`config.mk`:
```
export PLATFORM = sky130hd
export DESIGN_NAME = sequence_evaluation_scheduler
export DESIGN_NICKNAME = d
export VERILOG_FILES = /design/src/rtl/sequence_evaluation_scheduler.sv
export SDC_FILE = /design/constraint.sdc
export NUM_CORES = 1
export LEC_CHECK = 0
export BUFFER_PORTS_ARGS = -buffer_cell sky130_fd_sc_hd__buf_2
export CAP_MARGIN = 15
export CORE_MARGIN = 3
export CORE_UTILIZATION = 55
export CTS_BUF_LIST = sky130_fd_sc_hd__clkbuf_8
export DETAILED_ROUTE_END_ITERATION = 8
export MAX_ROUTING_LAYER = met4
export PLACE_DENSITY_LB_ADDON = 0.2
export SYNTH_ARGS = -nofsm -noshare
export SYNTH_HDL_FRONTEND = slang
export SYNTH_SLANG_ARGS = --single-unit
```
`constraint.sdc`:
```
create_clock -name iClock -period 3.1 [get_ports iClock]
set_input_delay 0.155 -clock iClock [delete_from_list [all_inputs] [get_ports iClock]]
set_output_delay 0.155 -clock iClock [all_outputs]
set_load 0.005 [all_outputs]
```
`src/rtl/sequence_evaluation_scheduler.sv`:
```
// sequence_evaluation_scheduler: steps through N stored test vectors, drives the evolved
// circuit, waits S settle cycles and accumulates saturating per-bit error counts.
module sequence_evaluation_scheduler #(
  parameter int SEQ_W    = 8,
  parameter int IDX_W    = 8,
  parameter int SETTLE_W = 16
) (
  input  logic                  iClock,
  input  logic                  iReset_n,
  input  logic                  iStart,
  input  logic [IDX_W-1:0]      iSequencesToProcess,
  input  logic [SETTLE_W-1:0]   iSettleCycles,
  input  logic                  iStall,
  output logic [IDX_W-1:0]      oSeqIndex,
  input  logic [SEQ_W-1:0]      iInputSequence,
  input  logic [SEQ_W-1:0]      iExpectedOutput,
  input  logic [SEQ_W-1:0]      iValidOutput,
  output logic [SEQ_W-1:0]      oCircuitInput,
  input  logic [SEQ_W-1:0]      iCircuitOutput,
  output logic [SEQ_W*32-1:0]   oErrorSums,
  output logic                  oBusy,
  output logic                  oDone,
  input  logic                  iDoneAck
);
  typedef enum logic [2:0] {IDLE, FETCH, LOAD, SETTLE, SAMPLE, DONE} state_t;
  state_t              r_state, w_next;
  logic [IDX_W-1:0]    r_last;
  logic [SETTLE_W-1:0] r_settle, r_cnt;
  logic [SEQ_W-1:0]    r_exp, r_val, w_err;
  logic [31:0]         r_sum [SEQ_W];
  logic                w_start;
  assign w_start = (r_state == IDLE) && iStart && !iStall;
  assign w_err   = (iCircuitOutput ^ r_exp) & r_val;
  for (genvar b = 0; b < SEQ_W; b++) begin : g_sums
    assign oErrorSums[32*b +: 32] = r_sum[b];
  end
  always_ff @(posedge iClock or negedge iReset_n) begin
    if (!iReset_n) r_state <= IDLE;
    else r_state <= w_next;
  end
  always_comb begin
    w_next = r_state;
    oBusy  = !(r_state == IDLE || r_state == DONE);
    oDone  = r_state == DONE;
    if (!iStall) begin
      case (r_state)
        IDLE:    w_next = iStart ? FETCH : IDLE;
        FETCH:   w_next = LOAD;
        LOAD:    w_next = SETTLE;
        SETTLE:  w_next = (r_cnt == SETTLE_W'(1)) ? SAMPLE : SETTLE;
        SAMPLE:  w_next = (oSeqIndex == r_last) ? DONE : FETCH;
        DONE:    w_next = iDoneAck ? IDLE : DONE;
        default: w_next = IDLE;
      endcase
    end
  end
  // N-1 wraps naturally, so an encoded 0 (256 sequences) ends at index 255.
  always_ff @(posedge iClock or negedge iReset_n) begin
    if (!iReset_n) begin
      r_last        <= '0;
      r_settle      <= '0;
      r_cnt         <= '0;
      r_exp         <= '0;
      r_val         <= '0;
      oSeqIndex     <= '0;
      oCircuitInput <= '0;
      for (int i = 0; i < SEQ_W; i++) r_sum[i] <= '0;
    end else if (!iStall) begin
      if (w_start) begin
        r_last    <= iSequencesToProcess - 1'b1;
        r_settle  <= (iSettleCycles == '0) ? SETTLE_W'(1) : iSettleCycles;
        oSeqIndex <= '0;
        for (int i = 0; i < SEQ_W; i++) r_sum[i] <= '0;
      end
      if (r_state == LOAD) begin
        oCircuitInput <= iInputSequence;
        r_exp         <= iExpectedOutput;
        r_val         <= iValidOutput;
        r_cnt         <= r_settle;
      end
      if (r_state == SETTLE) r_cnt <= r_cnt - 1'b1;
      if (r_state == SAMPLE) begin
        for (int i = 0; i < SEQ_W; i++)
          if (w_err[i] && r_sum[i] != '1) r_sum[i] <= r_sum[i] + 32'd1;
        if (oSeqIndex != r_last) oSeqIndex <= oSeqIndex + 1'b1;
      end
    end
  end
endmodule
```
==> results.md <==
- Outcome: complete, no violations
- Worst R2R Setup Slack: between 0.3 and 0.4 ns
- Final Critical Period: about 2.8 ns
- Total Routing Usage GR: between 30% and 40%
- Post-Synthesis Cells: approximately 2100
- Vias/cell: 6.23
- Clk buf depth: 3
- Post-layout nets: 2580
- Top-count cell post-synth: dfrtp_1
- Die area: roughly 35000 µm²
- Ys flop type: dfrtp_1
- Core ar.: 32600 µm²
- Area of the mapped netlist: roughly 18000 µm²
- Synth top area cells: dfrtp_1 45%, o21ai_0 7.7%, nand2_1 5.7%, nand3_1 3.3%, nor2_1 2.9%
- Drt total wl: 56500 µm
- Synth async-reset ratio: 100%
- Syn Area/Cell: approximately 8.6 µm²
- Total clock sinks: about 330
- Final Skew: roughly 0.03 ns
- CP required: about 3.6 ns
- Final non-filler cell total: around 3000
- FMAX: 360 MHz
- Final worst-path cycle share: roughly nine tenths
- R2R Path Start: oErrorSums[65]
- Post-synth top area share: 45.4%
- WP buf/inv: 1
- P per Cell Area: 481 nW/µm²
- Leakage: between 10 and 15 nW
- Vias in the first global route: 17800
- Cell variety after synth: 79
- Worst Reg2Reg Path Length in Cells: 8
- DRC: 0
- Area Growth Syn to Fin: 22.0%
- Final worst slack: roughly 0.32 ns
- TritonCTS clock tree: done
- Die H: ~190 µm
- Share of cells above drive strength 1: a little over a fifth
- Final core occ: 68.2%
- Startpoint types: register
- Initial antenna violation count: 2
- DR WL/cell: 18.9 µm
- Clock Latency Late Sink: roughly 0.66 ns
- EDFF count, synth: 0
- Clock-pin slew on the worst setup and hold paths: 0.06 ns
- Setup TNS: 0 ns
- Fill cells: about 2600
- CP cell instances: ha_1 -> and3_1 -> nand3_2 -> nor4_4 -> buf_4 -> o21a_1 -> o21ai_0 -> o31ai_1
- Area leader, netlist: dfrtp_1
- Crit path max-delay family: compound AO/OA/AOI/OAI gates
- Die X-Extent: 188 µm
- Final setup viols: 0
- Reg2Reg Capture Point: oErrorSums[90]
- Placed cell count: roughly 2800
- Post-DRT Antenna Nets: 0
- Site Rows: 66
- Starting DRT DRC Count: 1616
- Synth Net Count: between 2000 and 2500
- Yosys warning count: 0
- Grt total ovfl: 0
- Crit path largest cell delay: 0.61 ns
- First-pass GRT wire length: between 90000 and 100000 µm
- Worst Hold Class: in2async
- Detailed-route via count: around 19000
- Setup CP Type: reg2reg
- Top post-synthesis cells by count: 331 x dfrtp_1, 280 x o21ai_0, 277 x nand2_1
- Final HPWL DP: between 30000 and 40000 µm
- Largest net degree at the start of global routing: between 100 and 150
- Max FO, Critical Path: 20
- Initial Utilization: between 50% and 60%
- Sequential element share of the synthesized area: ~45%
- Rel. slew slack: about a quarter
- Arrival @ worst endpoint: 3.32 ns
- Critical Path End Type: register
- Worst slew pin tran: roughly 1.1 ns
- Inserted Clock Buffers: 57
- # IOs: about 340
- Max-slew violation count: 0
- RSZ-0062 raised after global routing: no
- Root buf cell: clkbuf_8
- I/O Buffers: around 330
- H-Tree Depth: 2
- Power after layout: between 10 and 15 mW
- DRT Pass-1 Iters: 6
- Worst IR Drop VDD: 0.501 mV
- Maximum Capacitance Violations: 0
- Routability-driven placement congestion ratio: approximately 0.93
- Slowest CP cell: o21a_1
- Fin. Hold Viols: 0
- Post-Place Worst Slack: between 0.3 and 0.4 ns
- Flops & latches, synth: approximately 330
[routing by layer]
metal | global-route usage (%) | part of all wire [%] | up-vias
li1 | - | - | 8672
met1 | 41.7 | 41 | 8984
met2 | 51.2 | 47 | 870
met3 | 5.63 | 8.5 | 135
met4 | 10.8 | 2.9 | 0
met5 | - | 0 | -
[logic make-up after synthesis]
group | share of synthesized area, %
muxes | 2.21
adders and majority gates | 0.823
buffers and inverters | 3.39
and+or+nand+nor | 26.0
AOI/OAI and AO/OA | 20.7
DFF | 45.4
xor gates and xnor gates | 1.44
[cell type report]
class | count | area, µm² | share of cell area [%]
multi-input combinational | 1639 | 9370 | 42.1
sequential | 331 | 8280 | 37.2
timing repair buffer | 452 | 2780 | 12.5
clock buffer | 70 | 963 | 4.33
tap | 442 | 553 | 2.48
clock inverter | 32 | 208 | 0.933
inverter | 26 | 97.6 | 0.438
antenna | 2 | 5.00 | 0.0225
[flip-flops by register name (all words and copies together), names as in the netlist]
register / cells
oCircuitInput: 8
oErrorSums: 256
oSeqIndex: 8
r_cnt: 16
r_exp: 8
r_last: 8
r_settle: 16
r_state: 3
r_val: 8
[how the worst max path moves through the flow]
stage | startpoint | endpoint | slack, ns | cells after the start
floorplan | oErrorSums[160] | oErrorSums[188] | 0.81 | 9
global placement | oErrorSums[64] | oErrorSums[84] | 0.46 | 8
detailed placement | r_state[1] | oErrorSums[231] | 0.35 | 6
CTS | oErrorSums[64] | oErrorSums[84] | 0.36 | 8
global route | oErrorSums[64] | oErrorSums[82] | 0.07 | 8
finish | oErrorSums[65] | oErrorSums[90] | 0.32 | 8
[cell usage in the layout (no fill, tap or decap), types with 7 or more instances in the layout]
cell	count
nand4_1	77
and3_1	56
nand2b_1	11
clkbuf_8	70
mux2_2	26
ha_1	12
nand3_1	119
nor3_1	105
a41oi_1	11
o21ai_0	280
o21ai_1	16
a211oi_1	12
o22ai_1	7
o21a_1	9
o41ai_1	10
o31ai_1	56
a22o_1	7
inv_1	46
dfrtp_1	331
mux2i_1	11
or3_1	23
xnor2_1	10
nor2b_1	9
dlygate4sd3_1	59
a21oi_1	97
nor2_1	139
buf_2	333
a31oi_1	63
o211ai_1	9
xor2_1	20
buf_4	54
a21o_1	10
nor4_1	28
nand2_1	276
and4_1	28
and2_1	11
[what timing repair did]
action | in CTS | in global routing
resized for setup | 0 | 0
setup buffers | 0 | 0
hold buffers | 59 | 0
hold endpoints to repair | 388 | 0
endpoints found under the setup margin | 0 | 0
[power breakdown]
part | switching (mW) | internal (mW) | total (mW)
registers | 0.424 | 4.76 | 5.18
clock network | 1.88 | 2.21 | 4.09
logic | 0.783 | 0.642 | 1.43
[stage by stage]
stage / hold WS [ns] / instance area, µm²
CTS: 0.00457 / 22200
global route: 0.0462 / 22300
detailed placement: 0.112 / 20500
finish: 0.0207 / 22300
floorplan: -0.141 / 18200
global placement: 0.107 / 20500
Note: power is estimated with default switching activity, not from simulation.
